`config.mk`:
```
export PLATFORM = sky130hd
export DESIGN_NAME = vid_timing_out
export DESIGN_NICKNAME = d
export VERILOG_FILES = /design/src/rtl/vid_pkg.sv /design/src/rtl/vid_axis_counter.sv /design/src/rtl/vid_timing_out.sv
export SDC_FILE = /design/constraint.sdc
export NUM_CORES = 1
export LEC_CHECK = 0
export CORE_MARGIN = 4
export CORE_UTILIZATION = 47
export DETAILED_ROUTE_END_ITERATION = 12
export PLACE_DENSITY = 0.84
export SLEW_MARGIN = 20
export SYNTH_ARGS = -nofsm -noshare
export SYNTH_HDL_FRONTEND = slang
export SYNTH_SLANG_ARGS = --single-unit
```
`constraint.sdc`:
```
create_clock -name clk -period 1.8 [get_ports clk]
set_input_delay 0.18 -clock clk [delete_from_list [all_inputs] [get_ports clk]]
set_output_delay 0.18 -clock clk [all_outputs]
set_load 0.02 [all_outputs]
```
`src/rtl/vid_pkg.sv`:
```
// Shared video types: pixel layout, raster phase encoding, sync polarity and colour-bar lookup.
// Optional VID_TEST_PATTERN_EN build uses bar_color() for the test pattern.
package vid_pkg;

   typedef struct packed {
      logic [7:0] r;
      logic [7:0] g;
      logic [7:0] b;
   } pixel_t;

   typedef enum logic [1:0] {ACTIVE, FP, SYNC, BP} sync_state;

   localparam logic SYNC_ACT_LOW  = 1'b0;
   localparam logic SYNC_ACT_HIGH = 1'b1;

   // Bar order white, yellow, cyan, green, magenta, red, blue, black.
   function automatic pixel_t bar_color(input logic [2:0] idx);
      pixel_t p;
      p.r = {8{~idx[1]}};
      p.g = {8{~idx[2]}};
      p.b = {8{~idx[0]}};
      return p;
   endfunction

endpackage

```
`src/rtl/vid_axis_counter.sv`:
```
// One raster axis: position counter with phase decode (active, porch, sync), zero-latency flags.
// Backpressure: none; advances whenever i_cnt_en is high, i_clr forces position 0.
module vid_axis_counter
   import vid_pkg::*;
#(
   parameter int ACTIVE_LEN = 640,
   parameter int FP_LEN     = 16,
   parameter int SYNC_LEN   = 96,
   parameter int BP_LEN     = 48,
   localparam int TOTAL     = ACTIVE_LEN + FP_LEN + SYNC_LEN + BP_LEN,
   localparam int CW        = $clog2(TOTAL)
)(
   input  logic          clk,
   input  logic          reset_n,
   input  logic          i_cnt_en,
   input  logic          i_clr,
   output logic [CW-1:0] o_cnt,
   output logic          o_wrap,
   output logic          o_active,
   output logic          o_sync
);

   localparam logic [CW-1:0] C_FP_START   = CW'(ACTIVE_LEN);
   localparam logic [CW-1:0] C_SYNC_START = CW'(ACTIVE_LEN + FP_LEN);
   localparam logic [CW-1:0] C_BP_START   = CW'(ACTIVE_LEN + FP_LEN + SYNC_LEN);
   localparam logic [CW-1:0] C_LAST       = CW'(TOTAL - 1);

   logic [CW-1:0] r_cnt;
   sync_state     w_state;

   assign o_wrap = i_cnt_en & (r_cnt == C_LAST);

   always_ff @(posedge clk or negedge reset_n) begin
      if (!reset_n) begin
         r_cnt <= '0;
      end else if (i_clr || o_wrap) begin
         r_cnt <= '0;
      end else if (i_cnt_en) begin
         r_cnt <= r_cnt + 1'b1;
      end
   end

   always_comb begin
      w_state = BP;
      if (r_cnt < C_FP_START)        w_state = ACTIVE;
      else if (r_cnt < C_SYNC_START) w_state = FP;
      else if (r_cnt < C_BP_START)   w_state = SYNC;
   end

   assign o_cnt    = r_cnt;
   assign o_active = (w_state == ACTIVE);
   assign o_sync   = (w_state == SYNC);

endmodule

```
`src/rtl/vid_timing_out.sv`:
```
// Raster timing + pixel pop from FIFO; all video outputs registered, 1 clk after counter state.
// Backpressure: none, raster never stalls (empty FIFO -> black + sticky underflow); VID_TEST_PATTERN_EN adds pattern_sel.
module vid_timing_out
   import vid_pkg::*;
#(
   parameter int   H_ACTIVE = 640,
   parameter int   H_FP     = 16,
   parameter int   H_SYNC   = 96,
   parameter int   H_BP     = 48,
   parameter int   V_ACTIVE = 480,
   parameter int   V_FP     = 10,
   parameter int   V_SYNC   = 2,
   parameter int   V_BP     = 33,
   parameter logic SYNC_POL = SYNC_ACT_LOW
)(
   input  logic        clk,
   input  logic        reset_n,
   input  logic        enable,
   input  logic [23:0] fifo_data,
   input  logic        fifo_empty,
`ifdef VID_TEST_PATTERN_EN
   input  logic        pattern_sel,
`endif
   input  logic        underflow_clr,
   output logic        fifo_rd,
   output logic        hsync,
   output logic        hblank,
   output logic        vsync,
   output logic        vblank,
   output logic [7:0]  R,
   output logic [7:0]  G,
   output logic [7:0]  B,
   output logic        frame_start,
   output logic        underflow
);

   localparam int   H_TOTAL  = H_ACTIVE + H_FP + H_SYNC + H_BP;
   localparam int   V_TOTAL  = V_ACTIVE + V_FP + V_SYNC + V_BP;
   localparam int   H_CW     = $clog2(H_TOTAL);
   localparam int   V_CW     = $clog2(V_TOTAL);
   localparam logic SYNC_ON  = SYNC_POL;
   localparam logic SYNC_OFF = (SYNC_POL == SYNC_ACT_HIGH) ? 1'b0 : 1'b1;

   logic [H_CW-1:0] w_h_cnt;
   logic [V_CW-1:0] w_v_cnt;
   logic            w_h_wrap;
   logic            w_v_wrap_unused;
   logic            w_h_active;
   logic            w_v_active;
   logic            w_h_sync;
   logic            w_v_sync;
   logic            w_active;
   logic            w_fifo_src;
   logic            w_uf_set;
   logic            w_origin;
   pixel_t          w_pix_nxt;

   logic            r_hsync;
   logic            r_vsync;
   logic            r_hblank;
   logic            r_vblank;
   pixel_t          r_pix;
   logic            r_frame_start;
   logic            r_underflow;

   vid_axis_counter #(
      .ACTIVE_LEN (H_ACTIVE),
      .FP_LEN     (H_FP),
      .SYNC_LEN   (H_SYNC),
      .BP_LEN     (H_BP)
   ) u_h_cnt (
      .clk      (clk),
      .reset_n  (reset_n),
      .i_cnt_en (enable),
      .i_clr    (~enable),
      .o_cnt    (w_h_cnt),
      .o_wrap   (w_h_wrap),
      .o_active (w_h_active),
      .o_sync   (w_h_sync)
   );

   vid_axis_counter #(
      .ACTIVE_LEN (V_ACTIVE),
      .FP_LEN     (V_FP),
      .SYNC_LEN   (V_SYNC),
      .BP_LEN     (V_BP)
   ) u_v_cnt (
      .clk      (clk),
      .reset_n  (reset_n),
      .i_cnt_en (enable & w_h_wrap),
      .i_clr    (~enable),
      .o_cnt    (w_v_cnt),
      .o_wrap   (w_v_wrap_unused),
      .o_active (w_v_active),
      .o_sync   (w_v_sync)
   );

`ifdef VID_TEST_PATTERN_EN
   localparam int BAR_W = (H_ACTIVE >= 8) ? (H_ACTIVE / 8) : 1;
   assign w_fifo_src = ~pattern_sel;
`else
   assign w_fifo_src = 1'b1;
`endif

   assign w_active = w_h_active & w_v_active;
   assign w_origin = (w_h_cnt == '0) & (w_v_cnt == '0);
   assign fifo_rd  = enable & w_active & ~fifo_empty & w_fifo_src;
   assign w_uf_set = enable & w_active & fifo_empty & w_fifo_src;

   always_comb begin
      w_pix_nxt = '0;
      if (fifo_rd) w_pix_nxt = pixel_t'(fifo_data);
`ifdef VID_TEST_PATTERN_EN
      if (enable & w_active & pattern_sel)
         w_pix_nxt = bar_color(3'(int'(w_h_cnt) / BAR_W));
`endif
   end

   // Dropping enable parks the outputs exactly as reset does; underflow lives in its own process.
   always_ff @(posedge clk or negedge reset_n) begin
      if (!reset_n) begin
         r_hsync       <= SYNC_OFF;
         r_vsync       <= SYNC_OFF;
         r_hblank      <= 1'b1;
         r_vblank      <= 1'b1;
         r_pix         <= '0;
         r_frame_start <= 1'b0;
      end else if (!enable) begin
         r_hsync       <= SYNC_OFF;
         r_vsync       <= SYNC_OFF;
         r_hblank      <= 1'b1;
         r_vblank      <= 1'b1;
         r_pix         <= '0;
         r_frame_start <= 1'b0;
      end else begin
         r_hsync       <= w_h_sync ? SYNC_ON : SYNC_OFF;
         r_vsync       <= w_v_sync ? SYNC_ON : SYNC_OFF;
         r_hblank      <= ~w_h_active;
         r_vblank      <= ~w_v_active;
         r_pix         <= w_pix_nxt;
         r_frame_start <= w_origin;
      end
   end

   always_ff @(posedge clk or negedge reset_n) begin
      if (!reset_n) begin
         r_underflow <= 1'b0;
      end else if (w_uf_set) begin
         r_underflow <= 1'b1;
      end else if (underflow_clr) begin
         r_underflow <= 1'b0;
      end
   end

   assign hsync       = r_hsync;
   assign vsync       = r_vsync;
   assign hblank      = r_hblank;
   assign vblank      = r_vblank;
   assign R           = r_pix.r;
   assign G           = r_pix.g;
   assign B           = r_pix.b;
   assign frame_start = r_frame_start;
   assign underflow   = r_underflow;

endmodule

```
# == Word-level counts from Yosys, hierarchy flattened ==
# Index checks and enable logic that the tools add are counted.
# totals
ff_bits,50
input_bits,29
# op_classes
n_reduce_logical,9
bitwise,12
magnitude_cmp,6
add_sub_neg,2
n_eq_ne,4
n_mux,21
# ops
cell,count
24-bit two-way mux,2
10-bit two-way mux,4
10-bit less-than comparator (second input constant),3
10-bit by 9-bit less-than comparator with 1-bit output (second input constant),3
10-bit by 1-bit adder with 10-bit output (second input constant),2
10-bit == test (second input constant),2
10-bit logical NOT,2
1-bit two-way mux,11
1-bit bitwise AND,8
2-bit two-way mux,4
2-bit nonzero test,3
2-bit == test (second input constant),2
2-bit logical NOT,2
1-bit NOT,4
1-bit logical OR,2

# == Logic depth before layout (Yosys ltp) ==
# logic_depth
ltp_word,10
mapped_depth,6

# == By module ==
# From an unflattened synthesis, not the netlist that was laid out.
# unflattened
hier_cells,186
area_unflattened_um2,2152.1
# by_module_without_submodules
module,instances,cells_each,area_per_inst_um2,seq_area_each_um2
vid_timing_out,1,76,1057.3,755.7
vid_axis_counter at u_v_cnt,1,58,570.5,250.2
vid_axis_counter at u_h_cnt,1,52,524.3,250.2

# == Worst setup path after synthesis ==
# OpenSTA, ideal clock, no wires.
# synth_timing
path_type,register to register
startpoint,"reg u_h_cnt.r_cnt[0], in the netlist u_h_cnt.o_cnt[0]"
endpoint,"reg u_v_cnt.r_cnt[6], in the netlist u_v_cnt.o_cnt[6]"
path_stages_with_launch,6
path_buffers,0
setup_ns,0.079
path_slack_ns,0.166
t_arrival_ns,1.555
cell_sequence,dfrtp_1 ha_1 and4_4 nand4_4 or4b_1 a21oi_1
# synth_between
elab_chain_len,6
elab_cells_between_ends,7
cone_classes,1 x eq/ne; 1 x mux; 3 x bitwise; 2 x reduce/logical
# synth_rtl
element,line,rtl
from (decl),vid_axis_counter.sv:28,logic [CW-1:0] r_cnt;
from (signal assigned),vid_axis_counter.sv:39,r_cnt <= r_cnt + 1'b1;
10-bit == test *,vid_axis_counter.sv:31,assign o_wrap = i_cnt_en & (r_cnt == C_LAST);
1-bit bitwise AND *,vid_axis_counter.sv:31,
1-bit bitwise AND *,vid_timing_out.sv:90,".i_cnt_en (enable & w_h_wrap),"
1-bit bitwise AND,vid_axis_counter.sv:31,
1-bit logical OR,vid_axis_counter.sv:36,end else if (i_clr || o_wrap) begin
10-bit two-way mux or 2-bit nonzero test (tied branches),n/a,
to (signal assigned),vid_axis_counter.sv:39,
to (decl),vid_axis_counter.sv:28,
# Mark *: on every way between the ends. The rest lies on a longest branch, timed or not.
# A chain may end at the register's enable or synchronous reset.

# == Final worst setup path ==
# layout_timing
startpoint,"reg u_h_cnt.r_cnt[0], in the netlist u_h_cnt.o_cnt[0]"
endpoint,"reg u_v_cnt.r_cnt[9], in the netlist u_v_cnt.o_cnt[9]"
# The elaborated chain is that of the path after synthesis.

==> results.yml <==
worst_setup_path:
  critPathSlowestCell: "dfrtp_1"
  critical_path_class: "reg -> reg"
  path_cells: "ha_4 > and4_4 > nand3_2 > and3_1 > or3_1"
  path_delay_family: "simple AND/OR/NAND/NOR gates"
  path_buf_inv: 0
  endpoint_kind: "register"
  crit_start: "u_h_cnt.o_cnt[0]"
  crit_fanout: 6
  cp.arrival_ps: 1890
  cp_data_required_time_ps: 1980
  r2r-start: "u_h_cnt.o_cnt[0]"
  critPathLaunchType: "register"
  max_stage_delay_ps: 410
clock_network:
  post_cts_buffers: 0
  cts_tree: "done"
  numCtsBuffers: 5
  cts.path.max_buffers: 2
  clkLatencyLatePin_ps: 300
  ctsHtreeMaxLevel: 2
  clkTransAtPathRegs_ps: 90
  root_buffer: "clkbuf_8"
  cts.sinks: 50
placed_design:
  dp_hpwl_um: 3429
  gp_congestion: 0.8660
  dp_cells: 314
  port_buffers: 59
finish:
  final_common_cell: "clkdlybuf4s50_1"
  final_nets: 303
  drive_above_1_share: 0.1624
  final_cell_mix: "clkdlybuf4s50_1 (57), dfrtp_1 (46), and2_1 (24), buf_4 (18), nor2_1 (13)"
  syn_to_final_growth_pct: 41.49
  instances_no_fill: 323
  fillers: 310
  diodes: 0
yosys:
  ys_types: 44
  netlist.area_leader.share: 0.5309
  ys_warn_count: 0
  synth_largest_area_cell: "dfrtp_1"
  ys_seq_area_frac: 0.5793
  syn-cell-area_um2: 2168
  synth-edff-count: 0
  synth_top_flop_cell: "dfrtp_1"
  ys_ff_latch: 50
  synth_fp_nets: 227
  syn_inst: 194
  ys_async_sr_fraction: 1.000
  ys_top_cells_by_area: "dfrtp_1 (53%), and2_1 (6.9%), dfstp_2 (4.8%), nand3_1 (2.5%), ha_1 (2.3%)"
  avgSynthCellArea_um2: 11.18
pwr:
  power_density_nw_per_um2: 786.6
  power.total_mw: 2.413
  max-vdd-ir-drop_v: 0.0006837
  leakage_nw: 1.387
routing:
  first_iter_violations: 194
  wl_per_cell_um: 14.56
  route.antenna.remaining_nets: 0
  drc_errors: 0
  drt_wl_total_um: 4702
  firstDrtPassIters: 4
  post_drt_via_cell_ratio: 5.238
  num_vias: 1692
global_route:
  grt_pass1_wl_um: 8004
  gr-total-overflow: 0
  grt_max_degree: 25
  grt_util_all_layers: 0.1743
  antenna_found_initial: 0
  grt_pass1_vias: 1660
floorplanning:
  row_count: 24
  initial_core_util: 0.4912
  dieArea_um2: 5764
  die_h_um: 75.92
  ios: 60
  die_width_um: 75.92
  core_um2: 4414
timing:
  clock_skew_ps: 4.068
  hold_slack_ps: 380.8
  max_freq_mhz: 584.0
  setup_viol: 0
  rsz0062_at_grt: "true"
  setup_tns_ps: 0
  slew_violations: 0
  max_slew_margin: 0.6712
  fin_crit_sh: 0.9513
  hold_viol_final: 0
  tightest_slew_ps: 493.2
  layout_min_cycle_time_ps: 1712
hold_path:
  hold_path.class: "in -> async"
run_status:
  status: "finished clean"
run:
  cap_violations: 0
[synthesized netlist by cell type (all sizes together) (5+ instances only)]
| master | instances |
|---|---|
| and2 | 24 |
| and3 | 5 |
| clkbuf | 5 |
| dfrtp | 46 |
| inv | 8 |
| nand2 | 12 |
| nand3 | 12 |
| nor2 | 13 |
| nor3 | 5 |
| or3 | 5 |
[per-layer routing]
| metal | track usage | share of wire |
|---|---|---|
| met3 | 0.09123 | 0.12 |
| met1 | 0.2084 | 0.40 |
| met4 | 0.06406 | 0.016 |
| met5 | 0 | 0 |
| met2 | 0.2663 | 0.47 |
[final timing paths]
kind                                     to  slack [ps]  cells after the start
min                                    B[3]         380                      2
max reg2reg                u_v_cnt.o_cnt[9]          90                      5
max in group asynchronous              R[0]         780                      3
min reg2reg                u_v_cnt.o_cnt[8]         530                      1
min in group clk                       B[2]         420                      2
max                        u_v_cnt.o_cnt[9]          90                      5
[kinds of logic after synthesis]
| kind of cell | Yosys count | synth area share |
|---|---|---|
| and+or+nand+nor | 96 | 0.2649 |
| DFF | 50 | 0.5793 |
| AOI/OAI and AO/OA | 18 | 0.06001 |
| buffers and inverters | 18 | 0.04039 |
| xor gates and xnor gates | 8 | 0.03231 |
| adders and majority gates | 4 | 0.02308 |
[repair_timing]
action	CTS	global route
gates cloned	0	0
setup endpoints to repair	1	6
resized for setup	2	5
hold endpoints to repair	16	0
hold buffers	1	0
[area by class of cell]
cell class | instances | area (um^2) | share of cell area
Multi-Input combinational cell | 126 | 849.6 | 0.2769
Timing Repair Buffer | 78 | 725.7 | 0.2365
Clock buffer | 5 | 68.82 | 0.02243
Tap cell | 52 | 65.06 | 0.02121
Inverter | 9 | 33.78 | 0.01101
Clock inverter | 3 | 68.82 | 0.02243
Sequential cell | 50 | 1256 | 0.4095
[registers in the layout, indices dropped and copies added, names as in the netlist]
register / count
B: 8
G: 8
frame_start: 1
hsync: 1
R: 8
u_v_cnt.o_cnt: 10
hblank: 1
vsync: 1
underflow: 1
u_h_cnt.o_cnt: 10
vblank: 1
[report_power, final]
part | internal (mW) | switching (mW) | leakage, nW | total (mW)
registers | 1.17 | 0.0333 | 0.666 | 1.20
logic | 0.153 | 0.128 | 0.652 | 0.281
clock network | 0.557 | 0.377 | 0.0683 | 0.934
total | 1.87 | 0.538 | 1.39 | 2.41
[per-stage QoR]
stage	util	area, um^2	worst slack, ps
global placement	0.6570	2900	-205.9
CTS	0.6905	3048	3.888
global route	0.6950	3068	0.5527
finish	0.6950	3068	87.71
detailed placement	0.6570	2900	-200.0
floorplan	-	2168	165.9
Power figures use the tool's default switching activity.
